--- config.mk ---
export PLATFORM = sky130hd
export DESIGN_NAME = alu_issue_stage
export DESIGN_NICKNAME = d
export VERILOG_FILES = /design/src/rtl/alu_issue_stage.sv
export SDC_FILE = /design/constraint.sdc
export NUM_CORES = 1
export LEC_CHECK = 0
export CAP_MARGIN = 20
export CORE_ASPECT_RATIO = 1.75
export CORE_MARGIN = 2
export CORE_UTILIZATION = 47
export DETAILED_ROUTE_END_ITERATION = 8
export GPL_TIMING_DRIVEN = 0
export PLACE_DENSITY = 0.72
export SLEW_MARGIN = 20
export SYNTH_ARGS = -nofsm -noshare
export SYNTH_HDL_FRONTEND = slang
export SYNTH_SLANG_ARGS = --single-unit
--- constraint.sdc ---
create_clock -name clk -period 1.8 [get_ports clk]
set_input_delay 0.36 -clock clk [delete_from_list [all_inputs] [get_ports clk]]
set_output_delay 0.36 -clock clk [all_outputs]
set_load 0.02 [all_outputs]
--- src/rtl/alu_issue_stage.sv ---
// Issue stage in front of the combinational alu: request FIFO, one-op-at-a-time issue, registered response.
// Optional macro ALU_ISSUE_STATS_EN adds saturating response/overflow counters (stat_ops, stat_ovf).
module alu_issue_stage #(
  parameter int SIZE  = 8,
  parameter int DEPTH = 4
) (
  input  logic                clk,
  input  logic                reset_n,
  input  logic                req_valid,
  output logic                req_ready,
  input  logic [3:0]          req_command,
  input  logic [SIZE-1:0]     req_a,
  input  logic [SIZE-1:0]     req_b,
  output logic                alu_enable,
  output logic [3:0]          alu_command,
  output logic [SIZE-1:0]     alu_a,
  output logic [SIZE-1:0]     alu_b,
  input  logic                alu_overflow,
  input  logic [2*SIZE-1:0]   alu_result,
  output logic                rsp_valid,
  input  logic                rsp_ready,
  output logic [2*SIZE-1:0]   rsp_result,
  output logic                rsp_overflow,
  output logic                rsp_zero,
  output logic                rsp_illegal
`ifdef ALU_ISSUE_STATS_EN
  ,
  output logic [15:0]         stat_ops,
  output logic [15:0]         stat_ovf
`endif
);

  localparam int AW = $clog2(DEPTH);
  localparam logic [AW:0] FULL_CNT = (AW+1)'(DEPTH);
  localparam logic [3:0]  FIRST_ILLEGAL = 4'd10;

  typedef struct packed {
    logic [3:0]      command;
    logic [SIZE-1:0] a;
    logic [SIZE-1:0] b;
  } req_t;

  typedef enum logic [1:0] {IDLE, EXEC, RESP} state_t;

  state_t      state, state_next;
  req_t        mem [DEPTH];
  logic [AW-1:0] wr_ptr, rd_ptr;
  logic [AW:0]   count;
  logic        push, pop, empty, capture, rsp_clear, illegal;

  assign req_ready = (count != FULL_CNT);
  assign empty     = (count == '0);
  assign push      = req_valid && req_ready;
  assign illegal   = (alu_command >= FIRST_ILLEGAL);
  assign alu_enable = (state == EXEC) && !illegal;

  // NOTE: storage has no reset; pointers and count alone define which entries are valid.
  always_ff @(posedge clk) begin
    if (push) mem[wr_ptr] <= '{command: req_command, a: req_a, b: req_b};
  end

  // NOTE: all sequential state uses non-blocking assignments so every register samples pre-edge values.
  always_ff @(posedge clk or negedge reset_n) begin
    if (!reset_n) begin
      wr_ptr <= '0;
      rd_ptr <= '0;
      count  <= '0;
    end else begin
      if (push) wr_ptr <= wr_ptr + 1'b1;
      if (pop)  rd_ptr <= rd_ptr + 1'b1;
      case ({push, pop})
        2'b10:   count <= count + 1'b1;
        2'b01:   count <= count - 1'b1;
        default: count <= count;
      endcase
    end
  end

  // NOTE: every always_comb output gets a default first so no path infers a latch.
  always_comb begin
    state_next = state;
    pop        = 1'b0;
    capture    = 1'b0;
    rsp_clear  = 1'b0;
    case (state)
      IDLE: begin
        if (!empty) begin
          pop        = 1'b1;
          state_next = EXEC;
        end
      end
      EXEC: begin
        capture    = 1'b1;
        state_next = RESP;
      end
      RESP: begin
        if (rsp_ready) begin
          // Drop valid on every handshake so an accepted response is never seen twice.
          rsp_clear = 1'b1;
          if (!empty) begin
            pop        = 1'b1;
            state_next = EXEC;
          end else begin
            state_next = IDLE;
          end
        end
      end
      default: state_next = IDLE;
    endcase
  end

  always_ff @(posedge clk or negedge reset_n) begin
    if (!reset_n) begin
      state        <= IDLE;
      alu_command  <= '0;
      alu_a        <= '0;
      alu_b        <= '0;
      rsp_valid    <= 1'b0;
      rsp_result   <= '0;
      rsp_overflow <= 1'b0;
      rsp_zero     <= 1'b0;
      rsp_illegal  <= 1'b0;
    end else begin
      state <= state_next;
      if (pop) begin
        alu_command <= mem[rd_ptr].command;
        alu_a       <= mem[rd_ptr].a;
        alu_b       <= mem[rd_ptr].b;
      end
      if (capture) begin
        rsp_valid    <= 1'b1;
        rsp_illegal  <= illegal;
        rsp_result   <= illegal ? '0 : alu_result;
        rsp_overflow <= illegal ? 1'b0 : alu_overflow;
        rsp_zero     <= !illegal && (alu_result == '0);
      end else if (rsp_clear) begin
        rsp_valid <= 1'b0;
      end
    end
  end

`ifdef ALU_ISSUE_STATS_EN
  logic rsp_fire;
  assign rsp_fire = rsp_valid && rsp_ready;

  always_ff @(posedge clk or negedge reset_n) begin
    if (!reset_n) begin
      stat_ops <= '0;
      stat_ovf <= '0;
    end else if (rsp_fire) begin
      if (stat_ops != 16'hFFFF) stat_ops <= stat_ops + 16'd1;
      if (rsp_overflow && stat_ovf != 16'hFFFF) stat_ovf <= stat_ovf + 16'd1;
    end
  end
`endif

endmodule

==> results by group <==
Run status
  • Outcome: finished with violations
  • Failing checks: negative setup slack

Timing
  • Final setup violation count: 3
  • Worst Tran Pin Value: 0.640 ns
  • Final Skew: 0.00631 ns
  • Unrepaired setup endpoints after global routing: yes
  • FMAX: 506 MHz
  • Max Slew Vio Count: 0
  • Relative slew slack: 57.4%
  • Crit path time final: 1.98 ns
  • Sum Neg Setup Slack: -0.398 ns
  • Final worst slack: -0.177 ns
  • Final Hold Fails: 0
  • Final worst-path cycle share: 110%

Worst setup path
  • Worst setup SP type: flip-flop
  • Crit path buf inv count: 1
  • CP Cell Sequence: or3b_4, and2_4, inv_2, ha_4, fa_2, mux2_2
  • Critical Path RT: 2.09 ns
  • R2R depth: 6
  • Crit-path max FO: 5
  • Critical Path AT: 2.27 ns
  • CP Class: reg2reg
  • Worst r2r src: count[0]$_DFFE_PN0P_
  • Crit-path leading delay family: simple AND/OR/NAND/NOR gates
  • R2r endpoint: count[1]$_DFFE_PN0P_
  • Worst R2R Setup Slack: -0.18 ns
  • Critical Path Sink Type: flip-flop
  • CP max stage delay: 0.43 ns
  • Slowest CP cell: dfrtp_2

GRT
  • First-pass GRT wire length: 14400 microns
  • Largest net degree at the start of global routing: 50
  • Vias in the first global route: 2831
  • Initial antenna violation count: 0
  • GR Util All Layers: 17.9%
  • Grt ovf: 0

CTS
  • Clock transition at the registers of the reported paths: 0.05 ns
  • Clk_lat worst skew: 0.41 ns
  • Max Root-Sink Buffers: 2
  • CTS buffer count: 17
  • CTS tree: yes
  • H-tree Lvls: 4
  • Total clock sinks: 129
  • Root Buffer: clkbuf_16

Power and ir drop
  • Worst VDD drop: 1.14 mV
  • Static Leak: 2.56 nW
  • Power Density: 1870 mW/mm^2

Synth
  • Synth Area in Adders: 1.67%
  • Ys Warns: 0
  • Yosys top cell by area: edfxtp_1
  • Area contributors post-synth: edfxtp_1 (49%), dfrtp_1 (25%), mux4_2 (9.1%)
  • Post-Synth Simple-Gate Area: 2.89%
  • Most frequent cells after synthesis: edfxtp_1 (80), dfrtp_1 (49), mux4_2 (20)
  • Xor/xnor share of the synthesized area: 1.06%
  • Largest family of logic cells by synthesized area: multiplexers
  • Most used flip-flop cell after synthesis: edfxtp_1
  • Area share of the largest cell type after synthesis: 48.6%
  • Net count after synthesis: 289
  • FF+latch count, synth: 129
  • Seq/Total Area, Yosys: 73.4%
  • Post-synth cell types: 30
  • Async SR Flop Fraction: 38.0%
  • Netlist area before placement: 0.00494 sq mm
  • Cells after Synth: 242
  • Mux share of post-synthesis cell area: 15.6%
  • Most common cell in the netlist: edfxtp_1
  • Number of synthesized flops with an enable pin: 80
  • Mean Syn Cell Area: 20.4 sq um
  • Synth Area in Compound Gates: 3.75%

Floorplanning
  • Die ar.: 0.0114 sq mm
  • Die height: 140 microns
  • Core Rows: 49
  • Core box area: 0.0102 sq mm
  • Die X: 81.5 microns
  • Starting density of the core: 48.3%
  • # IOs: 83

Detailed routing
  • Vias per inst: 5.30
  • Wirelength per Cell: 19.1 microns
  • Final ANT Viol Nets: 0
  • Initial DRC count: 91
  • Via Count: 2636
  • DRC: 0
  • Routed WL: 9490 microns
  • DRT Pass-1 Iters: 4

Finish
  • FF/Latch Area: 0.00363 sq mm
  • Fraction of layout cells with a size suffix above 1: 30.0%
  • Finished Cell Area: 0.00663 sq mm
  • Area Growth Syn to Fin: 34.1%
  • Number of fill cells: 693
  • Nets: 404
  • Diode count: 0
  • Multi-input gate area: 0.00128 sq mm

Place
  • Routability cong.: 0.695
  • HPWL after DPL: 5800 microns
  • IO Port Bufs: 82
  • Setup WS pre-CTS: -0.642 ns
  • Post-DP Area: 0.00594 sq mm

Worst hold path
  • Worst Hold Class: reg2reg
  • Hold Crit Start: rsp_overflow$_DFFE_PN0P_
  • Min-Delay Path Depth: 1
  • WHS Endpoint: rsp_overflow$_DFFE_PN0P_

Run
  • Max_cap viols: 0
[repair_timing]
action,CTS,global route
pin swaps,8,2
setup endpoints to repair,85,16
hold buffers,1,0
setup buffers,10,3
gates resized for setup,23,12
endpoints found under the hold margin,7,0
[cell type report]
type,instances,share of cell area [%]
Tap cell,127,2.40
Buffer,10,1.11
Clock inverter,14,1.40
Multi-Input combinational cell,98,19.4
Clock buffer,18,6.48
Inverter,5,0.283
Timing Repair Buffer,96,14.1
Sequential cell,129,54.8
[registers in the layout (all words and copies together) (netlist names), 2 cells and up]
| name | count |
|---|---|
| alu_a | 8 |
| alu_b | 8 |
| alu_command | 4 |
| count | 3 |
| mem | 80 |
| rd_ptr | 2 |
| rsp_result | 16 |
| state | 2 |
| wr_ptr | 2 |
[worst max path at each step]
stage                     slack (ns)  cells after the start                    end                  from
after floorplan                -0.23                      6   count[1]$_DFFE_PN0P_  count[0]$_DFFE_PN0P_
after global placement         -1.16                      1  wr_ptr[1]$_DFFE_PN0P_               reset_n
after detailed placement       -0.64                      7   count[1]$_DFFE_PN0P_             rsp_ready
after CTS                      -0.19                      6   count[1]$_DFFE_PN0P_  count[2]$_DFFE_PN0P_
after global routing           -0.25                      6   count[1]$_DFFE_PN0P_  count[2]$_DFFE_PN0P_
final                          -0.18                      6   count[1]$_DFFE_PN0P_  count[0]$_DFFE_PN0P_
[cell usage in the layout (no fill, tap or decap), types with 2 or more instances in the layout]
master / instances
edfxtp_1: 80
clkdlybuf4s50_1: 74
dfrtp_1: 46
mux4_2: 20
mux2_4: 19
a22o_1: 18
clkbuf_16: 17
buf_4: 15
buf_6: 6
inv_1: 4
and3_2: 4
clkbuf_1: 4
nor4_1: 4
ha_1: 4
clkinv_2: 4
clkinvlp_4: 4
dlymetal6s2s_1: 4
xor2_1: 3
xnor2_1: 3
a21oi_1: 3
mux2_2: 3
dfrtp_2: 3
nor3_4: 2
clkinv_4: 2
inv_6: 2
clkinv_1: 2
[layer usage]
layer	global-route usage, %	vias up	wire length, microns
li1	-	1192	-
met1	18.8	1348	3520
met2	31.8	83	5300
met3	5.64	13	523
met4	7.85	0	148
met5	0	-	0
[metrics by stage]
stage | util [%] | total power, mW | cells | hold slack [ns]
floorplan | - | 7.57 | 242 | 0.0644
global placement | 58.0 | 9.11 | 451 | 0.489
detailed placement | 58.0 | 9.21 | 451 | 0.428
CTS | 64.1 | 12.4 | 494 | 0.507
global route | 64.7 | 13.1 | 497 | 0.523
finish | 64.7 | 12.4 | 497 | 0.502
[kinds of logic (layout without fill, tap and decap cells)]
logic type,after synthesis,after routing
flip-flops,129,129
multiplexers,42,42
AO/OA/AOI/OAI,23,23
AND/OR/NAND/NOR,21,21
buffers and inverters,15,143
adder cells (fa/ha/maj),6,6
XOR/XNOR,6,6
[worst register-to-register path: stages, from the launching register on]
cell and delay, ns:
dfrtp_2 0.43, or3b_4 0.41, and2_4 0.16, inv_2 0.06, ha_4 0.13, fa_2 0.42, mux2_2 0.26
[where the power goes]
group	switching [mW]	total (mW)	leakage [nW]	internal, mW
Sequential	0.453	4.57	1.32	4.12
Combinational	2.19	4.87	0.985	2.68
Clock	1.22	2.96	0.247	1.74
Total	3.86	12.4	2.56	8.54
Note: power is estimated with default switching activity, not from simulation.
